### src/rtl/hazard_stall_unit.sv
// hazard_stall_unit
//   Load-use hazard detector and stall sequencer for a 16-bit LC-3b style
//   pipeline. A load in execute (LDB/LDR/LDI, not squashed) whose destination
//   register is read by the instruction in decode freezes fetch/decode and
//   injects a bubble into execute. The bubble ends after a fixed number of
//   cycles (counter mode) or when the data memory responds (mem-resp mode).
//
// Parameters
//   LOAD_STALL_CYCLES  bubble cycles per hazard in counter mode (1..7)
//   USE_MEM_RESP       0: counter mode, 1: hold stall until mem_resp
//   CNT_W              width of the saturating hazard event counter
//
// Ports
//   clk                  in   pipeline clock, rising edge
//   reset_n              in   synchronous active-low reset
//   instruction_curr     in   [15:0] decode-stage instruction (consumer)
//   instruction_last     in   [15:0] execute-stage instruction (producer)
//   flushed              in   execute-stage instruction is squashed
//   mem_resp             in   data-memory response (mem-resp mode only)
//   stall_pipeline_load  out  freeze fetch/decode, bubble into execute
//   hazard_src           out  [2:0] latched match: {store src, SR2, SR1}
//   stall_remaining      out  [2:0] cycles left in current stall (counter mode)
//   stall_event_count    out  [CNT_W-1:0] saturating count of hazards
module hazard_stall_unit #(
  parameter int unsigned LOAD_STALL_CYCLES = 1,
  parameter int unsigned USE_MEM_RESP      = 0,
  parameter int unsigned CNT_W             = 16
) (
  input  logic             clk,
  input  logic             reset_n,
  input  logic [15:0]      instruction_curr,
  input  logic [15:0]      instruction_last,
  input  logic             flushed,
  input  logic             mem_resp,
  output logic             stall_pipeline_load,
  output logic [2:0]       hazard_src,
  output logic [2:0]       stall_remaining,
  output logic [CNT_W-1:0] stall_event_count
);

  typedef enum logic [1:0] {
    S_CHECK   = 2'd0,
    S_STALL   = 2'd1,
    S_RELEASE = 2'd2
  } state_t;

  state_t     state, state_next;
  logic [2:0] rem_next;
  logic       stall_c;

  logic [3:0] op_curr, op_last;
  logic [2:0] dr;
  logic       producer;
  logic       use_sr1, use_sr2, use_st;
  logic [2:0] match;
  logic       hazard;

  // Instruction bits that never take part in hazard detection.
  logic unused_bits;
  assign unused_bits = ^{instruction_curr[4:3], instruction_last[8:0]};

  assign op_curr = instruction_curr[15:12];
  assign op_last = instruction_last[15:12];
  assign dr      = instruction_last[11:9];

  // Producer: LDB / LDR / LDI that has not been squashed.
  always_comb begin
    producer = 1'b0;
    case (op_last)
      4'b0010, 4'b0110, 4'b1010: producer = !flushed;
      default:                   producer = 1'b0;
    endcase
  end

  // Operand-field enables of the consumer.
  always_comb begin
    use_sr1 = 1'b0;
    use_sr2 = 1'b0;
    use_st  = 1'b0;
    case (op_curr)
      4'b0001, 4'b0101: begin            // ADD, AND
        use_sr1 = 1'b1;
        use_sr2 = !instruction_curr[5];
      end
      4'b1001, 4'b0010, 4'b0110,
      4'b1100, 4'b1101: use_sr1 = 1'b1; // NOT, LDB, LDR, JMP, SHF
      4'b0011, 4'b0111: begin            // STB, STR
        use_sr1 = 1'b1;
        use_st  = 1'b1;
      end
      4'b1011: use_st = 1'b1;            // STI
      4'b0100: use_sr1 = !instruction_curr[11]; // JSRR only
      default: begin
        use_sr1 = 1'b0;
        use_sr2 = 1'b0;
        use_st  = 1'b0;
      end
    endcase
  end

  assign match[0] = use_sr1 && (instruction_curr[8:6]  == dr);
  assign match[1] = use_sr2 && (instruction_curr[2:0]  == dr);
  assign match[2] = use_st  && (instruction_curr[11:9] == dr);
  assign hazard   = producer && (match != 3'b000);

  // Next-state and stall decode.
  always_comb begin
    state_next = state;
    rem_next   = stall_remaining;
    stall_c    = 1'b0;
    case (state)
      S_CHECK: begin
        stall_c = hazard;
        if (hazard) begin
          if (USE_MEM_RESP != 0) begin
            state_next = S_STALL;
          end else if (LOAD_STALL_CYCLES <= 1) begin
            state_next = S_RELEASE;
          end else begin
            state_next = S_STALL;
            rem_next   = 3'(LOAD_STALL_CYCLES - 1);
          end
        end
      end
      S_STALL: begin
        if (flushed) begin
          // Squashed producer: the bubble is pointless, drop it now.
          stall_c    = 1'b0;
          rem_next   = '0;
          state_next = S_CHECK;
        end else if (USE_MEM_RESP != 0) begin
          stall_c = !mem_resp;
          if (mem_resp) state_next = S_RELEASE;
        end else begin
          stall_c = 1'b1;
          if (stall_remaining <= 3'd1) begin
            rem_next   = '0;
            state_next = S_RELEASE;
          end else begin
            rem_next = stall_remaining - 3'd1;
          end
        end
      end
      S_RELEASE: begin
        stall_c    = 1'b0;
        state_next = S_CHECK;
      end
      default: begin
        stall_c    = 1'b0;
        rem_next   = '0;
        state_next = S_CHECK;
      end
    endcase
  end

  // Gated by reset so the pipeline is never frozen while held in reset.
  assign stall_pipeline_load = reset_n && stall_c;

  always_ff @(posedge clk) begin
    if (!reset_n) begin
      state             <= S_CHECK;
      stall_remaining   <= '0;
      hazard_src        <= '0;
      stall_event_count <= '0;
    end else begin
      state           <= state_next;
      stall_remaining <= rem_next;
      if (state == S_CHECK && hazard) begin
        hazard_src <= match;
        if (stall_event_count != '1)
          stall_event_count <= stall_event_count + CNT_W'(1);
      end
    end
  end

endmodule
### config.mk
export PLATFORM = sky130hd
export DESIGN_NAME = hazard_stall_unit
export DESIGN_NICKNAME = d
export VERILOG_FILES = /design/src/rtl/hazard_stall_unit.sv
export SDC_FILE = /design/constraint.sdc
export NUM_CORES = 1
export LEC_CHECK = 0
export CORE_MARGIN = 3
export CORE_UTILIZATION = 35
export CTS_BUF_LIST = sky130_fd_sc_hd__clkbuf_4 sky130_fd_sc_hd__clkbuf_8 sky130_fd_sc_hd__clkbuf_16
export DETAILED_ROUTE_END_ITERATION = 7
export PLACE_DENSITY = 0.71
export SYNTH_ARGS = -nofsm -noshare
export SYNTH_HDL_FRONTEND = slang
export SYNTH_SLANG_ARGS = --single-unit
### constraint.sdc
create_clock -name clk -period 2 [get_ports clk]
set_input_delay 0.5 -clock clk [delete_from_list [all_inputs] [get_ports clk]]
set_output_delay 0.5 -clock clk [all_outputs]
set_load 0.005 [all_outputs]
== After elaboration in Yosys (flattened, before gate mapping) ==
Index checks and enable logic that the tools add are counted.

* Bits in registers: 24
* Latch bits: 0
* Memory bits (writable): 0
* ROM bits: 0
* Input port bits: 36
* Logic and storage cells: 60
* Memories kept: 0

* Add/sub/neg operators: 2
* Multiply operators: 0
* Div/mod/pow operators: 0
* Order comparisons: 1
* Eq/ne operators: 22
* Shifts and indexed selects: 0
* Multiplexer cells: 13
* Bitwise gates (word level): 0
* Reduce and logical (&&, ||, !) cells: 18

{| class="wikitable"
|+ Operator list
! kind !! number
|-
| 4-bit by 3-bit equality test with 1-bit output (second input constant) || 5
|-
| 4-bit equality test (second input constant) || 5
|-
| 16-bit by 1-bit adder with 16-bit output (second input constant) || 1
|-
| 16-bit inequality test (second input constant) || 1
|-
| 4-bit by 2-bit equality test with 1-bit output (second input constant) || 3
|-
| 3-bit equality test || 3
|-
| 9-bit OR reduction || 1
|-
| 1-bit logical AND || 6
|-
| 2-bit two-way mux || 3
|-
| 3-bit two-way mux || 2
|-
| 3-bit one-hot mux with 2 select lines || 1
|-
| 3-bit OR reduction || 2
|-
| 4-bit by 1-bit equality test with 1-bit output (second input constant) || 1
|-
| 1-bit two-way mux || 4
|-
| 1-bit one-hot mux with 2 select lines || 2
|-
| 2-bit one-hot mux with 2 select lines || 1
|-
| 2-bit AND reduction || 2
|-
| 2-bit OR reduction || 2
|-
| 3-bit by 1-bit less-or-equal comparator with 1-bit output (second input constant) || 1
|-
| 1-bit zero test || 3
|-
| 3-bit inequality test (second input constant) || 1
|-
| 3-bit nonzero test || 1
|-
| 3-bit by 1-bit subtractor with 3-bit output (second input constant) || 1
|-
| 2-bit by 1-bit equality test with 1-bit output (second input constant) || 1
|-
| other kinds (3) || 3
|}

== Longest topological paths before layout ==
* Word-level depth: 8
* Mapped depth: 10
* Mapped depth without buffers: 7

== Worst setup path after synthesis ==
OpenSTA, ideal clock, no wires.

* Kind: register to register
* Start point: reg stall_event_count[0]
* End point: reg stall_event_count[5]
* Arrival time: 1.992 ns
* Path slack: -0.107 ns
* Stages on the path, launching flop included: 11
* Buffers on the path: 3
* Period minus slack after synthesis: 2.107 ns
* Cell sequence: dfxtp_1 ha_1 nand3_2 or2_1 buf_6 or3_4 o21ai_2 buf_6 buf_12 nor3_1 o21a_1

* Cells in the longest elaborated chain, start to end: 2
* Elaborated cells on any way between the ends: 3

{| class="wikitable"
|+ RTL lines
! what !! line !! text
|-
| from (decl) || 38 || <nowiki>output logic [CNT_W-1:0] stall_event_count</nowiki>
|-
| from (signal assigned) || 171 || <nowiki>stall_event_count <= stall_event_count + CNT_W'(1);</nowiki>
|-
| parallel branches: the longest is 2 deep, another holds 16-bit by 1-bit adder with 16-bit output || n/a ||
|}

Parallel ways; which one is timed is not known.
A chain may end at the register's enable or synchronous reset.

== Worst setup path in the final report ==
* Start point: in instruction_curr[14]
* End point: out stall_pipeline_load

* Cells in the longest elaborated chain, start to end: 8
* Elaborated cells on any way between the ends: 24

{| class="wikitable"
|+ RTL lines
! what !! line !! text
|-
| from (decl) || 31 || <nowiki>input logic [15:0] instruction_curr,</nowiki>
|-
| 4-bit by 2-bit equality test with 1-bit output (tied with other cells) || 80 || <nowiki>case (op_curr)</nowiki>
|-
| 9-bit OR reduction (no source line) (tied with other cells) || n/a ||
|-
| 1-bit one-hot mux with 2 select lines / 1-bit two-way mux (equally long branches) || 80 ||
|-
| 1-bit logical AND, on equally long branches || 101, 102, 103 ||
|-
| 3-bit nonzero test (*) || 104 || <nowiki>assign hazard = producer && (match != 3'b000);</nowiki>
|-
| 1-bit logical AND (*) || 104 ||
|-
| 1-bit one-hot mux with 2 select lines (*) || 111 || <nowiki>case (state)</nowiki>
|-
| 1-bit logical AND (*) || 157 || <nowiki>assign stall_pipeline_load = reset_n && stall_c;</nowiki>
|-
| to (decl) || 35 || <nowiki>output logic stall_pipeline_load,</nowiki>
|}

Every way passes the cells marked *; elsewhere a longest branch is shown, timed or not.

==> flow_summary.ini <==
[floorplanning]
die-height_um = 64
ios = 59
die_area_um2 = 4096
core_um2 = 3128
fp.dieW_um = 64
initial_utilization_pct = 37.64
row_count = 20

[hold_path]
hold_class = reg -> reg

[timing]
post-route-min-period_ns = 2.023
fin_setup_tns_ns = -0.02340
timing.fmax_mhz = 494.2
whs_ns = 0.5069
rsz0062_at_grt = yes
finalMaxSlewViolations = 0
final_min_period_over_clock_period_pct = 101.2
worst_slack_ns = -0.02340
setup_viol = 1
fin_skew_ns = 0.006933
hold_viol_final = 0

[setup_path]
arrival_ns = 1.52
critPathKind = in -> out
cp_max_fo = 2
end_kind = output pin
startpoint_type = primary input
critPathRequiredTime_ns = 1.50

[logic_synthesis]
synth_edf_count = 0
avgSynthCellArea_um2 = 8.920
yosysWarnings = 0
synthFlopType = dfxtp_1
yosysSeqAreaShare_pct = 34.01
synth_cell_types = 40
synth-seq-cells = 20
syn_inst = 132
netlist_area_um2 = 1177
synthArstFlopShare_pct = 0

[final_layout]
antennaDiodeCount = 0
final_common_cell = clkdlybuf4s50_1
nets = 230
most-common-layout-cells = clkdlybuf4s50_1 (20), buf_4 (17), dfxtp_1 (16)
fin_util_pct = 57.00
area_growth_pct = 51.43
finalInstanceArea_um2 = 1783
drive_gt1_share_pct = 28.13

[clock_network]
root_buffer = clkbuf_4
clock_latency_ns = 0.30
htreeDepth = 1
cts_tree = yes
cts_buffers = 3
clkTransAtPathRegs_ns = 0.12
cts.sinks = 20
cts_buffer_depth = 2

[global_routing]
antenna_found_initial = 0
grt_max_degree = 21
track_usage_pct = 16.76
grt_pass1_wl_mm = 5.658
grt_pass1_vias = 1263
gr-total-overflow = 0

[route]
drtPass1Iterations = 4
ant_nets = 0
drt_iter0_drc = 27
drc = 0
wire_per_inst_um = 13.47
wl_mm = 3.178
routed_via_density = 4.936
via_count = 1165

[placed_design]
dpl_cell_area_um2 = 1742
place_congestion = 0.7898
io_buffers = 43
detailed_place_hpwl_mm = 2.392

[pwr]
power.leakage_nw = 0.6334
total_power_mw = 0.7284
power_density_nw_per_um2 = 408.5
ir_worst_vdd_uv = 204.1

[flow_run]
drv_cap = 0

[run_status]
status = finished with violations
violations = setup timing
-- synth_stat cells, types with 2 or more instances --
cell type	n	area, µm²
buf_6	2	22.52
clkbuf_1	2	7.510
a21boi_1	3	22.52
nand3_1	4	20.02
nor2b_1	6	37.54
o31ai_1	2	15.01
inv_1	2	7.510
or3_1	2	12.51
xnor2_1	14	122.6
buf_4	3	22.52
o2111ai_1	4	35.03
a21oi_1	2	10.01
nand4_1	6	37.54
nor3_1	7	35.03
and3_1	2	12.51
nand2_1	7	26.28
dfxtp_1	20	400.4
o21ai_1	2	10.01
nand2b_1	2	12.51
o21a_1	10	75.07
and2_1	6	37.54
nor2_1	6	22.52
-- state kept, by name, indices dropped and copies added (netlist names) --
name / count
state: 1
stall_event_count: 16
hazard_src: 3
-- where the power goes --
group | internal (mW) | leakage [nW] | total, mW | switching, mW
logic | 0.0535 | 0.449 | 0.0962 | 0.0427
clock network | 0.111 | 0.0210 | 0.235 | 0.124
registers | 0.396 | 0.164 | 0.397 | 0.000797
total | 0.561 | 0.633 | 0.728 | 0.168
-- final timing paths --
path | startpoint | to | slack, ns | cells after the start
setup reg to reg | state[1] | stall_event_count[6] | 0.09 | 8
hold reg to reg | stall_event_count[7] | stall_event_count[7] | 0.51 | 2
hold / removal | stall_event_count[7] | stall_event_count[7] | 0.51 | 2
setup / recovery | instruction_curr[14] | stall_pipeline_load | -0.02 | 7
-- what timing repair did --
action | 4_1_cts | 5_1_grt
endpoints found under the setup margin | 17 | 6
pin swaps | 21 | 6
gates resized for setup | 75 | 6
hold buffers | 0 | 0
setup buffers | 4 | 1
-- metrics by stage --
step	setup WS (ns)	std cells
2_1_floorplan	0.004234	134
3_3_place_gp	-0.7368	228
3_5_place_dp	-0.8315	228
4_1_cts	-0.01879	236
5_1_grt	-0.1161	236
6_report	-0.02340	236
-- logic make-up (layout without fill, tap and decap cells) --
family | count (synthesis) | count (layout) | synth area share [%]
buf+inv | 10 | 68 | 6.802
mux | 1 | 1 | 0.8502
flops | 20 | 20 | 34.01
other cells | 1 | 3 | 0.3185
compound gates | 30 | 30 | 19.34
fa+ha+maj | 1 | 1 | 1.063
simple gates | 55 | 55 | 27.21
xor+xnor | 14 | 14 | 10.41
-- layout make-up --
type / instances / area (µm²)
Inverter: 2 / 7.507
Clock buffer: 4 / 36.28
Tap cell: 44 / 55.05
Multi-Input combinational cell: 104 / 768.2
Fill cell: 294 / 1345
Timing Repair Buffer: 62 / 505.5
Sequential cell: 20 / 410.4
-- critical path: stages --
cell,delay (ns)
clkdlybuf4s15_1,0.22
a21boi_2,0.16
nand4_1,0.17
a21oi_2,0.21
nor2_2,0.05
nor2b_1,0.10
buf_2,0.12
-- per-layer routing --
layer	vias up	track usage, %	wire (µm)
met2	40	29.29	1507
met4	0	5.121	35
met3	4	4.218	230
met1	534	19.94	1404
li1	587	-	-
met5	-	0	0
(Power assumes the default switching activity.)
